===== src/rtl/counter_pkg.sv =====
`default_nettype none
// ---------------------------------------------------------------------------
// Module : counter_pkg
// Brief  : Shared types and width defaults for the counter family
//          (ripple up-counter and sync_down_timer).
// Rev    : 1.0  initial release
// ---------------------------------------------------------------------------
package counter_pkg;

  // Default counter/load width used by the down-timer.
  localparam int DEFAULT_WIDTH = 4;

  // Default width of the ripple up-counter.
  localparam int RIPPLE_WIDTH = 4;

  // Default width of the saturating reload-event counter.
  localparam int DEFAULT_RELOAD_CNT_W = 4;

  // Timer control states.
  typedef enum logic [1:0] {
    IDLE   = 2'd0,
    RUN    = 2'd1,
    PAUSED = 2'd2
  } timer_state_t;

endpackage : counter_pkg
`default_nettype wire


===== src/rtl/sync_down_timer.sv =====
`default_nettype none
// ---------------------------------------------------------------------------
// Module : sync_down_timer
// Brief  : Loadable synchronous down-counter with start/busy/tc handshake,
//          pause/abort control and optional auto-reload. tc is a registered
//          one-cycle pulse that coincides with count reaching 0 (single
//          shot) or with the reload value reappearing (auto-reload).
// Rev    : 1.0  initial release
// ---------------------------------------------------------------------------
module sync_down_timer
  import counter_pkg::*;
#(
  parameter int WIDTH        = DEFAULT_WIDTH,
  parameter int RELOAD_CNT_W = DEFAULT_RELOAD_CNT_W
) (
  input  logic                    clk,
  input  logic                    reset,
  input  logic                    start,
  input  logic [WIDTH-1:0]        load_val,
  input  logic                    pause,
  input  logic                    abort,
  input  logic                    reload_en,
  output logic [WIDTH-1:0]        count,
  output logic                    busy,
  output logic                    tc,
  output logic [RELOAD_CNT_W-1:0] reload_cnt
);

  timer_state_t            state;
  timer_state_t            state_n;
  logic [WIDTH-1:0]        reload_q;
  logic [WIDTH-1:0]        reload_n;
  logic [WIDTH-1:0]        count_n;
  logic [RELOAD_CNT_W-1:0] rcnt_n;
  logic                    tc_n;
  logic                    do_load;

  // State register: async reset forces IDLE regardless of clk.
  always_ff @(posedge clk or posedge reset) begin
    if (reset) begin
      state <= IDLE;
    end else begin
      state <= state_n;
    end
  end

  // Next-state and next-datapath decode; priority abort > start > pause > decrement.
  always_comb begin
    state_n  = state;
    count_n  = count;
    reload_n = reload_q;
    rcnt_n   = reload_cnt;
    tc_n     = 1'b0;
    do_load  = 1'b0;

    unique case (state)
      IDLE: begin
        // pause, abort and reload_en have no meaning before a count starts.
        if (start) begin
          do_load = 1'b1;
        end
      end
      RUN: begin
        if (abort) begin
          count_n = '0;
          state_n = IDLE;
        end else if (start) begin
          do_load = 1'b1;
        end else if (pause) begin
          state_n = PAUSED;
        end else if (count > WIDTH'(1)) begin
          count_n = count - WIDTH'(1);
        end else begin
          // Terminal edge: count is 1 here, never 0 while running.
          tc_n = 1'b1;
          if (reload_en) begin
            count_n = reload_q;
            if (reload_cnt != {RELOAD_CNT_W{1'b1}}) begin
              rcnt_n = reload_cnt + RELOAD_CNT_W'(1);
            end
          end else begin
            count_n = '0;
            state_n = IDLE;
          end
        end
      end
      PAUSED: begin
        if (abort) begin
          count_n = '0;
          state_n = IDLE;
        end else if (start) begin
          do_load = 1'b1;
        end else if (!pause) begin
          // Resume edge does not decrement; counting restarts next edge.
          state_n = RUN;
        end
      end
      default: begin
        state_n = IDLE;
        count_n = '0;
      end
    endcase

    // A (re)start overrides any terminal event decoded above at this edge.
    if (do_load) begin
      rcnt_n = '0;
      if (load_val == '0) begin
        count_n = '0;
        tc_n    = 1'b1;
        state_n = IDLE;
      end else begin
        count_n  = load_val;
        reload_n = load_val;
        tc_n     = 1'b0;
        state_n  = RUN;
      end
    end
  end

  // Datapath registers; busy is registered from the next state so it tracks state exactly.
  always_ff @(posedge clk or posedge reset) begin
    if (reset) begin
      count      <= '0;
      reload_q   <= '0;
      reload_cnt <= '0;
      tc         <= 1'b0;
      busy       <= 1'b0;
    end else begin
      count      <= count_n;
      reload_q   <= reload_n;
      reload_cnt <= rcnt_n;
      tc         <= tc_n;
      busy       <= (state_n != IDLE);
    end
  end

endmodule : sync_down_timer
`default_nettype wire


===== config.mk =====
export PLATFORM = sky130hd
export DESIGN_NAME = sync_down_timer
export DESIGN_NICKNAME = d
export VERILOG_FILES = /design/src/rtl/counter_pkg.sv /design/src/rtl/sync_down_timer.sv
export SDC_FILE = /design/constraint.sdc
export NUM_CORES = 1
export LEC_CHECK = 0
export BUFFER_PORTS_ARGS = -buffer_cell sky130_fd_sc_hd__buf_2
export CAP_MARGIN = 20
export CELL_PAD_IN_SITES_DETAIL_PLACEMENT = 0
export CELL_PAD_IN_SITES_GLOBAL_PLACEMENT = 2
export CORE_ASPECT_RATIO = 0.7
export CORE_MARGIN = 2
export CORE_UTILIZATION = 34
export DETAILED_ROUTE_END_ITERATION = 12
export GPL_ROUTABILITY_DRIVEN = 0
export HOLD_SLACK_MARGIN = 0.02
export PLACE_DENSITY = 0.76
export SLEW_MARGIN = 20
export SYNTH_ARGS = -nofsm -noshare
export SYNTH_HDL_FRONTEND = slang
export SYNTH_SLANG_ARGS = --single-unit

===== constraint.sdc =====
create_clock -name clk -period 1.95 [get_ports clk]
set_input_delay 0.2925 -clock clk [delete_from_list [all_inputs] [get_ports clk]]
set_output_delay 0.2925 -clock clk [all_outputs]
set_load 0.01 [all_outputs]

# Word-level counts from Yosys, hierarchy flattened
# Cells that the tools add are included.
dict set report totals {
  reg_bits 16
  in_bits 10
  output_inout_bits 10
  wordCells 69
}
dict set report op_classes {
  muxes 38
  reduce_logical 10
  n_eq_ne 11
  add_sub_neg 2
  bitwise_logic 1
  n_lt_le_gt_ge 1
}
# operator count
set ops {}
lappend ops {{$mux 4} 16}
lappend ops {{$mux 2} 9}
lappend ops {{$ne 4x4->1 const B} 3}
lappend ops {{$pmux 4 s3} 1}
lappend ops {{$mux 1} 10}
lappend ops {{$reduce_bool 2->1} 4}
lappend ops {{$reduce_and 7->1} 1}
lappend ops {{$ne 2x1->1 const B} 3}
lappend ops {{$pmux 2 s3} 1}
lappend ops {{$add 4x1->4 const B} 1}
lappend ops {{$gt 4x1->1 const B} 1}
lappend ops {{$logic_not 4->1} 1}
lappend ops {{$ne 2x2->1 const B} 2}
lappend ops {{$reduce_and 4->1} 1}
lappend ops {{$sub 4x1->4 const B} 1}
lappend ops {{$ne 3x3->1 const B} 1}
lappend ops {{$eq 2x1->1 const B} 1}
lappend ops {{$eq 2x2->1 const B} 1}
lappend ops {{$logic_not 2->1} 1}
lappend ops {{$pmux 1 s2} 1}
lappend ops {{$reduce_and 2->1} 1}
lappend ops {{$reduce_or 2->1} 1}
lappend ops {{$not 1->1} 1}

# Logic depth before layout (Yosys ltp)
dict set report depth {
  word_depth 9
  mapped_depth 7
  mapped_depth_nobuf 6
}

# Least setup slack after synthesis
# Ideal clock, no wire load.
dict set report synth_path {
  kind {register -> register}
  from {register state[0]}
  to {register count[2]}
  path_buffers 1
  period_less_slack_ns 1.756
  required_ns 1.824
  stages_incl_launch_ff 7
  path_slack_ns 0.194
  arrival_time_ns 1.629
  path_cell_list {dfrtp_1 -> inv_1 -> ha_1 -> nor2b_2 -> o211a_4 -> buf_6 -> a221o_2}
}
dict set report synth_between {
  elab_chain_len 5
  word_cells_on_any_way 12
  classes_between {6 x eq/ne; 3 x mux; 3 x reduce/logical}
}
# element line
set synth_rtl {}
lappend synth_rtl {{from (decl)} sync_down_timer.sv:29} ;# timer_state_t state;
lappend synth_rtl {{from (signal assigned)} sync_down_timer.sv:43} ;# state <= state_n;
lappend synth_rtl {{$eq 2x2->1 / $eq 2x1->1 (equally long branches)} sync_down_timer.sv:56} ;# unique case (state)
lappend synth_rtl {{$reduce_or 2->1 (no source line)} --}
lappend synth_rtl {{$pmux 1 s2} sync_down_timer.sv:56}
lappend synth_rtl {{$ne 4x4->1 (no source line), or another cell as far along} --}
lappend synth_rtl {{$reduce_and 4->1 (no source line)} --}
lappend synth_rtl {{to (signal assigned)} sync_down_timer.sv:129} ;# count <= count_n;
lappend synth_rtl {{to (decl)} sync_down_timer.sv:23} ;# output logic [WIDTH-1:0] count,
# Several ways; a longest one is shown, not always the timed one.
# A chain may end at the register's enable or synchronous reset.

# Worst setup path in the final report
dict set report layout_path {
  from {register state[0]}
  to {register count[3]}
}
# Same word-level chain as after synthesis.

==> summary.txt <==
Status
  • Status: finished, final reports clean

Timing
  • Setup-failing EPs final: 0
  • Clock Skew: 2.322 ps
  • Worst slew pin tran: 680.0 ps
  • Slew HR: 0.5417
  • Post-layout min period: about 1800 ps
  • Fin crit share: 0.9436
  • RSZ-0062 raised after global routing: false
  • Max Slew Vio Count: 0
  • Setup_tns: 0 ps
  • F_max: 543.4 MHz
  • Final Hold Viols: 0
  • Setup ws final: 109.9 ps

Logic synthesis
  • XOR/XNOR Fraction of Synth Area: 0
  • Syn_area_per_cell: around 10 um2
  • Simple-gate portion of the synthesized area: 0.1593
  • EDFF count, synth: 0
  • Mux cell area share after synthesis: 0.009512
  • Distinct cells, synth: 40
  • Share of the synthesized area in the top cell type: 0.3805
  • Post-Syn Area: around 1100 um2
  • Mapped Cells: between 100 and 150
  • Synth Net Count: 121
  • Post-synthesis sequential area ratio: 0.3805
  • Asr flop ratio synth: 1.000
  • Main synth FF type: dfrtp_1
  • Post-synthesis compound-gate area fraction: 0.3032
  • Post-synthesis adder-cell area fraction: 0.08323
  • Largest family of logic cells by synthesized area: compound AO/OA/AOI/OAI gates
  • Synth area leader: dfrtp_1
  • Flop and latch count out of synthesis: 16
  • Most area-consuming cells after synthesis: dfrtp_1 38%, ha_1 8.3%, a22o_1 5.0%
  • Yosys warns: 0

Worst setup path
  • Critical path endpoint category: flip-flop
  • Worst-path fanout max: 15
  • WP data required: 2080 ps
  • RR Startpoint: state[0]
  • RR Endpoint: count[3]
  • Critical path class: reg2reg
  • Crit path launch type: flip-flop
  • Critical path arrival: 1970 ps
  • Critical Path Source: state[0]
  • R2R cell count: 6
  • R2R Setup Slk: 110 ps

Layout
  • Filler cells: 300
  • Commonest non-fill, non-tap cells in the layout: 19 x buf_2, 16 x dfrtp_1, 13 x inv_1
  • # diodes: 0
  • FF+latch area: 400.4 um2
  • Area Growth Syn to Fin: 18.43%
  • Area of the multi-input gates: 586.8 um2
  • Share of layout cells above drive strength 1: 0.2913
  • Nets: about 150
  • Commonest non-fill, non-tap cell in the layout: buf_2

Placed design
  • Pre-CTS setup slack: between 100 and 150 ps
  • Hpwl dp: ~1.9 mm
  • PortBufs: 19

Die
  • Full die area: 3563 um2
  • Num ports: 20
  • Initial cell density of the core: 0.3676
  • Die Ht: approximately 51 um
  • Core area: 2863 um2
  • Width of the chip: between 70 and 80 um
  • Row count: 16

GRT
  • Vias in the first global route: 849
  • Total track usage: 0.1603
  • Initial antenna violation count: 0
  • Gr ovfl total: 0
  • First-pass GRT wire length: 4.360 mm
  • Largest net degree at the start of global routing: 17

Clock network
  • Clk_lat worst skew: 250 ps
  • Hold Buf Count CTS: 0
  • Total setup buffers inserted after CTS: 0
  • CTS H-tree lvls: 1
  • Clock-pin slew on the worst setup and hold paths: 60 ps
  • Post-CTS sizing: 0
  • Clock tree buffer depth: 2
  • Clock root cell: clkbuf_8
  • Sink Count: 16
  • CTS tree: built
  • Total clock buffers created by CTS: 3

Route
  • DRT Wirelength: 2.536 mm
  • Routed vias: 916
  • Routed WL per cell: 15.56 um
  • DRT iter0 DRCs: 45
  • First-pass DRT Iterations: 4
  • Routed vias/inst: 5.620
  • ANT nets after route: 0
  • DRC Markers: 0

Power and ir drop
  • VDD IR max: 0.3678 mV
  • PD cells: 1360 nW/um2
  • Leakage: 0.5861 nW

Min path
  • HP Class: in2async

Job
  • Max cap viols: 0
==> critical path: stages (launching register included) <==
cell	delay (ps)
dfrtp_1	440
inv_1	90
ha_1	290
nor2b_2	160
o211a_4	280
nor2_1	110
a221o_2	340
==> Yosys cell counts, types with 2 or more instances <==
cell        n
a21o_1      2
a21oi_1     8
a221o_1     2
a221o_2     2
a22o_1      6
dfrtp_1    16
ha_1        7
inv_1      13
nand3_1     3
nand4_1     5
nor2_1      3
o2111ai_1   3
o21ai_0     4
o22ai_1     2
o31ai_1     2
or4_1       2
==> worst max path at each step <==
stage          slack (ps)  endpoint  cells after the start
3_3_place_gp          130      busy                      6
4_1_cts               100      busy                      6
2_1_floorplan         190  count[2]                      6
6_report              110  count[3]                      6
5_1_grt                 8      busy                      6
3_5_place_dp          120  count[3]                      6
==> sequential cells by signal, indices dropped and copies added (netlist names) <==
signal,cells
count,4
reload_cnt,4
reload_q,4
state,2
busy,1
tc,1
==> power by group <==
part / switching (mW) / total [mW] / internal [mW]
Combinational: 0.446 / 0.834 / 0.389
Clock: 0.112 / 0.291 / 0.179
Sequential: 0.126 / 0.570 / 0.444
Total: 0.683 / 1.70 / 1.01
==> cell type report <==
class / instances / area share
multi-input combinational: 73 / 0.4709
sequential: 16 / 0.3213
timing repair buffer: 21 / 0.08835
clock buffer: 4 / 0.04418
inverter: 13 / 0.03916
tap: 36 / 0.03614
==> kinds of logic after synthesis <==
kind of cell / Yosys count
and+or+nand+nor: 25
buffers and inverters: 15
AOI/OAI and AO/OA: 40
muxes: 1
DFF: 16
adders and majority gates: 7
==> routing by layer <==
| layer | track usage | share of wire | routed length, um |
|---|---|---|---|
| met4 | 0.03846 | 0.0075 | 19 |
| met5 | 0 | 0 | 0 |
| met3 | 0.05221 | 0.065 | 164 |
| met2 | 0.2201 | 0.41 | 1036 |
| met1 | 0.2398 | 0.52 | 1316 |
==> metrics by stage <==
stage | instance area (um2) | hold WS [ps] | util | cells | power, mW
finish | 1246 | 111.8 | 0.4353 | 163 | 1.695
global route | 1246 | 165.9 | 0.4353 | 163 | 1.843
CTS | 1244 | 132.5 | 0.4344 | 163 | 1.700
detailed placement | 1189 | 408.6 | 0.4152 | 159 | 1.393
global placement | 1189 | 394.6 | 0.4152 | 159 | 1.405
floorplan | 1052 | 206.2 | - | 104 | 1.158
No activity file was read; power rests on OpenSTA's default activity.
